[src/rtl/fx3_burst_writer.sv]
// FX3 GPIF burst writer: pops 10-bit offset-binary samples from a show-ahead FIFO and writes them as
// 16-bit signed words in flag-paced bursts. Optional FX3_WORD_COUNT_EN builds the 32-bit written-word counter.
module fx3_burst_writer #(
  parameter int unsigned MAX_BURST = 8192,
  parameter int unsigned CNT_W     = 14
) (
  input  logic        clock,
  input  logic        reset,
  input  logic [9:0]  fifoData,
  input  logic        fifoDataReady,
  output logic        fifoAck,
  input  logic        fx3Ready,
  input  logic        fx3Watermark,
  output logic [15:0] fx3Data,
  output logic        fx3nWrite,
  output logic        burstActive,
  output logic        errorFlag,
  output logic [31:0] wordCount
);

  typedef enum logic [1:0] {
    S_IDLE   = 2'd0,
    S_BURST  = 2'd1,
    S_DRAIN  = 2'd2,
    S_SWITCH = 2'd3
  } state_t;

  localparam logic [CNT_W-1:0] CNT_MAX = CNT_W'(MAX_BURST);

  state_t           r_state;
  logic [CNT_W-1:0] r_burst_cnt;
  logic [15:0]      r_data;
  logic             r_nwrite;
  logic             r_burst_active;
  logic             r_error;

  logic w_cnt_room;
  logic w_ack;

  // Pop is combinational so the show-ahead head word is consumed in the same cycle it is seen.
  assign w_cnt_room = (r_burst_cnt < CNT_MAX);
  assign w_ack      = (r_state == S_BURST) & fifoDataReady & ~fx3Watermark & w_cnt_room;

  assign fifoAck     = w_ack;
  assign fx3Data     = r_data;
  assign fx3nWrite   = r_nwrite;
  assign burstActive = r_burst_active;
  assign errorFlag   = r_error;

  always_ff @(posedge clock or posedge reset) begin
    if (reset) begin
      r_state        <= S_IDLE;
      r_burst_cnt    <= '0;
      r_data         <= 16'h0000;
      r_nwrite       <= 1'b1;
      r_burst_active <= 1'b0;
      r_error        <= 1'b0;
    end else begin
      r_nwrite <= ~w_ack;
      // Flipping the MSB turns offset-binary into two's complement; left-justify into 16 bits.
      if (w_ack) begin
        r_data <= {fifoData ^ 10'h200, 6'b000000};
      end

      case (r_state)
        S_IDLE: begin
          if (fx3Ready & ~fx3Watermark) begin
            r_state        <= S_BURST;
            r_burst_cnt    <= '0;
            r_burst_active <= 1'b1;
          end
        end
        S_BURST: begin
          if (w_ack) begin
            r_burst_cnt <= r_burst_cnt + CNT_W'(1);
          end
          // FX3 withdrawing ready without a watermark warning is a protocol violation.
          if (~fx3Ready & ~fx3Watermark) begin
            r_error <= 1'b1;
          end
          if (fx3Watermark | ~w_cnt_room | ~fx3Ready) begin
            r_state <= S_DRAIN;
          end
        end
        S_DRAIN: begin
          r_state        <= S_SWITCH;
          r_burst_active <= 1'b0;
        end
        S_SWITCH: begin
          if (~fx3Ready) begin
            r_state <= S_IDLE;
          end
        end
        default: begin
          r_state        <= S_IDLE;
          r_burst_active <= 1'b0;
        end
      endcase
    end
  end

`ifdef FX3_WORD_COUNT_EN
  logic [31:0] r_word_count;

  always_ff @(posedge clock or posedge reset) begin
    if (reset) begin
      r_word_count <= 32'h0;
    end else if (~r_nwrite) begin
      r_word_count <= r_word_count + 32'd1;
    end
  end

  assign wordCount = r_word_count;
`else
  assign wordCount = 32'h0;
`endif

endmodule

[config.mk]
export PLATFORM = sky130hd
export DESIGN_NAME = fx3_burst_writer
export DESIGN_NICKNAME = d
export VERILOG_FILES = /design/src/rtl/fx3_burst_writer.sv
export SDC_FILE = /design/constraint.sdc
export NUM_CORES = 1
export LEC_CHECK = 0
export ABC_AREA = 1
export CORE_ASPECT_RATIO = 0.6
export CORE_UTILIZATION = 48
export CTS_CLUSTER_DIAMETER = 120
export DETAILED_ROUTE_END_ITERATION = 10
export PLACE_DENSITY = 0.88
export REMOVE_ABC_BUFFERS = 1
export SYNTH_ARGS = -nofsm -noshare
export SYNTH_HDL_FRONTEND = slang
export SYNTH_SLANG_ARGS = --single-unit
[constraint.sdc]
create_clock -name clock -period 3.4 [get_ports clock]
set_input_delay 0.51 -clock clock [delete_from_list [all_inputs] [get_ports clock]]
set_output_delay 0.51 -clock clock [all_outputs]
set_load 0.02 [all_outputs]
==> results of run 1 <==
Yosys cell counts, types with 2 or more instances:
cell type  instances  area share
a21oi_1            3      0.0080
a21oi_2            6       0.028
buf_4             38        0.15
buf_6              3       0.018
dfrtp_1           28        0.37
ha_1               6       0.040
inv_1             20       0.040
nand2_1           63        0.13
nand2_2            4       0.013
nand3_1           19       0.051
nor2_1            15       0.030
nor2_2             2      0.0067
o21ai_0            4       0.011
o21ai_2            5       0.023
sequential cells by signal, summed over array words and instances, names as in the netlist:
signal	flops
r_burst_cnt	14
fx3Data	10
r_state	2
burstActive	1
errorFlag	1
fx3nWrite	1
cell type report:
| type | instances | area [µm²] | share of cell area |
|---|---|---|---|
| flip-flops and latches | 29 | 727 | 0.341 |
| well taps | 47 | 58.8 | 0.0276 |
| repair buffers | 29 | 288 | 0.135 |
| clock inverters | 1 | 5.00 | 0.00235 |
| clock buffers | 7 | 96.3 | 0.0452 |
| multi-input cells | 174 | 870 | 0.408 |
| inverters | 23 | 88.8 | 0.0416 |
power by group:
group | switching (mW) | total [mW] | internal [mW]
sequential | 0.0537 | 0.487 | 0.433
clock | 0.132 | 0.315 | 0.183
combinational | 0.423 | 0.667 | 0.244
kinds of logic after synthesis:
| logic type | Yosys count | share of synthesized area |
|---|---|---|
| AOI/OAI and AO/OA | 24 | 0.0997 |
| buffers and inverters | 65 | 0.221 |
| adders and majority gates | 6 | 0.0401 |
| other | 1 | 0.00200 |
| and+or+nand+nor | 105 | 0.244 |
| xor gates and xnor gates | 1 | 0.00468 |
| DFF | 29 | 0.389 |
metal layers:
layer | part of all wire | wire length, µm
met1 | 0.49 | 1590
met2 | 0.44 | 1420
met3 | 0.065 | 212
met4 | 0.0080 | 26
met5 | 0 | 0
through the flow:
| stage | instances | setup slack [ns] | utilization | total power [mW] |
|---|---|---|---|---|
| after detailed placement | 302 | 0.657 | 0.549 | 1.16 |
| after CTS | 310 | 0.484 | 0.576 | 1.48 |
| after floorplan | 226 | 1.51 | - | 0.929 |
| after global placement | 302 | 0.707 | 0.549 | 1.14 |
| final | 310 | 0.503 | 0.576 | 1.47 |
| after global routing | 310 | 0.363 | 0.576 | 1.58 |
layout by cell type (no fill, tap or decap), types with 2 or more instances in the layout:
cell,count
nand2_2,4
o21ai_0,4
clkdlybuf4s50_1,28
clkbuf_8,7
a21oi_1,3
nor2_2,2
nor2_1,15
dfrtp_1,28
o21ai_2,5
inv_1,20
nand3_1,19
conb_1,38
nand2_1,63
a21oi_2,6
ha_1,6
worst max-delay path: cells and delay by family, from the launching register on:
kind	cells	cell delay [ns]
buffers and inverters	4	1.03
adder cells (fa/ha/maj)	1	0.43
flip-flops	1	0.41
AND/OR/NAND/NOR	2	0.22
final timing paths:
check	from	cells after the start	slack, ns	to
worst max-delay path	r_state[1]	7	0.50	fifoAck
worst min-delay path	fx3Data[6]	2	0.48	fx3Data[6]
worst max register to register	r_state[1]	9	1.12	r_burst_cnt[9]
worst min register to register	fx3Data[6]	2	0.48	fx3Data[6]
max in group asynchronous	reset	3	2.08	r_burst_cnt[1]
min in group asynchronous	reset	2	0.69	r_burst_cnt[10]
==> metrics.txt, run 1 <==
CP Capture Type primary output; via count around 1,400; Post-synth ARST share 1.00; initial DRC count 87; fin crit period ~2.9 ns; Slew headroom 0.446; crit path kind flop to primary output; drt drc 0; Buffers on Ports 28; CTS HTree Levels 2; Detail Route Antenna Nets 0; CORE AREA 0.00370 mm²; Yosys cell types 29; worst path cell trace inv_1, ha_1, inv_4, nor2_8, nand2_4, clkinv_1, clkdlybuf4s50_1; Setup Fix Bufs, Post-CTS 0; startpoint types flop; Crit-path slowest cell clkdlybuf4s50_1; Final Skew between 0.006 and 0.007 ns; FILL cells 330; worst vdd ir 0.440 mV; RSZ-0062 raised after global routing no; share of layout cells above drive strength 1 0.125; LEAKAGE 1.09 nW; sequential-to-total area share from yosys stat 0.389; vias in the first global route 1,228; MaxCap Viol Count 0; largest net degree at the start of global routing 23; FP Rows 17; Worst Path Max Fanout 15; initial antenna violation count 0; die area between 0.004 and 0.005 mm²; ys flop type dfrtp_1; Slew Viols, Final 0; fin crit share 0.852; first drt pass iteration count 4; CTS root buffer clkbuf_8; n_diodes 0; Design Area, Final roughly 0.0021 mm²; DRT Wirelength about 3.3 mm; WL/cell about 10 µm; Worst EP arrival 2.39 ns; Post-synth EDFFs 0; grt met2 use 0.266; busiest grt layer met2; CTS resizes 0; io pins 67; fmax 345 MHz; Post-Synthesis Cell Area 0.00187 mm²; Least-Margin Pin Slew 0.829 ns; Total Negative Setup Slacks 0 ns; clk_lat worst skew about 0.28 ns; HPWL after DPL between 2 and 2.5 mm; Routability Congestion 0.814; Tot GR Track Use 0.181; Layout Nets 283; final setup fails 0; first-pass GRT wire length ~5.6 mm; run status complete, no violations; TritonCTS Buffers 5; Die Wd just over 80 µm; M1 GR Usage 0.255; Vias/cell around 4.5; YS warnings 0; worst hold-check path type flop to flop; dpl cell area slightly above 0.002 mm²; max incr delay on CP 0.63 ns; clock sink total 29; WHS about 0.48 ns; Hold-fix buffers, CTS 0; die height approximately 50 µm; Final Hold Fails 0; Synth Area per Inst 8.10 µm²; P per Cell Area between 600 and 700 mW/mm²; total congestion overflow 0; Clock transition at path regs 0.06 ns; Initial Util 0.505; FF+latch count, synth 29; Post-Syn Instances 231; CP required 2.89 ns; area grow syn2layout 14.0%; GRT met3 Usage 0.0691; CTS max path bufs 2; CTS tree yes
(Power assumes the default switching activity.)
==> run 2: changes to the inputs <==
CORE_ASPECT_RATIO = 1.1   (was 0.6)
==> metrics.txt, run 2 (synthesis results as in run 1) <==
fin cells 313 (+0.97%); Worst Path Max Fanout 15 (unchanged); Final Hold Fails 0 (unchanged); most frequent cells in the layout nand2_1 (63), conb_1 (38), dfrtp_1 (28), clkdlybuf4s50_1 (28), inv_1 (20); CTS tree yes; fin crit period 2.87 ns (-0.0293 ns); clk_lat worst skew 0.28 ns (about the same); fin crit share 0.844 (-0.00863); HPWL after DPL 2.26 mm (-8.0%); Total Negative Setup Slacks 0 ns (unchanged); share of layout cells above drive strength 1 0.122 (-0.00380); Setup Fix Bufs, Post-CTS 0 (unchanged); DRT Wirelength 3.11 mm (-4.5%); Final Skew 0.00161 ns (-0.00539 ns); Worst EP arrival 2.36 ns (-0.03 ns); Post-Place Cells 305 (+0.99%); R2R Setup Slk 1.17 ns (+0.05 ns); drt drc 0 (unchanged); first drt pass iteration count 4 (unchanged); CTS resizes 0 (unchanged); Largest Register r_burst_cnt; worst hold-check path type flop to flop; io pins 67 (unchanged); CORE AREA 0.00368 mm² (-0.47%); n_diodes 0 (unchanged); first-pass GRT wire length 5.21 mm (-7.0%); largest net degree at the start of global routing 30 (+30%); Tot GR Track Use 0.174 (-0.00689); Routability Congestion 0.817 (+0.37%); hold path start fx3Data[8]; CP Capture Type primary output; worst setup path start r_state[1]; area grow syn2layout 15.0%; CTS HTree Levels 2 (unchanged); most common cell after layout, fill and taps aside nand2_1; FP Rows 23 (+6); Detail Route Antenna Nets 0 (unchanged); Initial Util 0.508 (+0.00240); MaxCap Viol Count 0 (unchanged); reg-to-reg startpoint r_state[1]; RSZ-0062 raised after global routing no; max incr delay on CP 0.64 ns (about the same); CTS max path bufs 2 (unchanged); Slew Viols, Final 0 (unchanged); die height 67.5 µm (+34%); max FFs per register 14 (unchanged); vias in the first global route 1,258 (+2.4%); Clock transition at path regs 0.06 ns (about the same); final setup fails 0 (unchanged); initial DRC count 52 (-40%); total congestion overflow 0 (unchanged); Die Wd 61.5 µm (-26%); initial antenna violation count 0 (unchanged); Hold-fix buffers, CTS 0 (unchanged); fmax 349 MHz (+1.0%); worst vdd ir 0.464 mV (+5.3%); Buffers on Ports 28 (unchanged); crit path kind flop to primary output; P per Cell Area 705 mW/mm² (+2.4%); startpoint types flop; worst path cell trace inv_1, ha_1, inv_4, nor2_8, nand2_4, clkinv_1, clkdlybuf4s50_1; CTS root buffer clkbuf_8; die area 0.00415 mm² (-0.19%); WL/cell 9.92 µm (-5.4%); Layout Nets 283 (unchanged); run status complete, no violations; Vias/cell 4.50 (+0.18%); clock sink total 29 (unchanged); TritonCTS Buffers 5 (unchanged); via count 1,409 (+1.1%); LEAKAGE 1.09 nW (+0.39%); Crit-path slowest cell clkdlybuf4s50_1; CP required 2.89 ns (about the same)
==> run 2: final cells by class <==
cell class / instances / area [µm²]
flip-flops and latches: 29 / 727
well taps: 50 / 62.6
clock inverters: 1 / 30.0
fillers: 333 / 1530
clock buffers: 7 / 86.3
repair buffers: 29 / 288
multi-input cells: 174 / 870
inverters: 23 / 88.8
==> run 2: worst max-delay path, delay by kind of cell, from the launching register on <==
kind | cells | cell delay (ns)
flip-flops | 1 | 0.41
buffers and inverters | 4 | 1.04
AND/OR/NAND/NOR | 2 | 0.22
adder cells (fa/ha/maj) | 1 | 0.41
==> run 2: metal layers <==
| metal | up-vias | share of wire | GRT usage | routed length [µm] |
|---|---|---|---|---|
| met4 | 0 | 0.019 | 0.0889 | 59 |
| li1 | 704 | - | - | - |
| met5 | - | 0 | 0 | 0 |
| met2 | 48 | 0.50 | 0.288 | 1550 |
| met1 | 652 | 0.43 | 0.201 | 1340 |
| met3 | 5 | 0.049 | 0.0536 | 151 |
==> run 2: power by group <==
| group | switching, mW | internal [mW] | leakage [nW] |
|---|---|---|---|
| Combinational | 0.417 | 0.244 | 0.659 |
| Clock | 0.129 | 0.239 | 0.0585 |
| Sequential | 0.0557 | 0.433 | 0.377 |
| Total | 0.602 | 0.915 | 1.09 |
==> run 2: path summary, 6_finish.rpt <==
path,to,cells past startpoint
max in group asynchronous,fx3nWrite,3
hold reg to reg,fx3Data[8],2
hold / removal,fx3Data[8],2
setup reg to reg,r_burst_cnt[10],9
setup / recovery,fifoAck,7
min in group asynchronous,fx3Data[15],3
==> run 2: through the flow <==
stage / power, mW / hold slack [ns] / util / area, µm² / worst slack [ns]
after floorplan: 0.929 / 0.482 / - / 1690 / 1.51
after global placement: 1.14 / 0.462 / 0.553 / 2040 / 0.712
after detailed placement: 1.16 / 0.465 / 0.553 / 2040 / 0.687
after CTS: 1.53 / 0.482 / 0.584 / 2150 / 0.508
after global routing: 1.63 / 0.509 / 0.584 / 2150 / 0.386
final: 1.52 / 0.478 / 0.584 / 2150 / 0.532
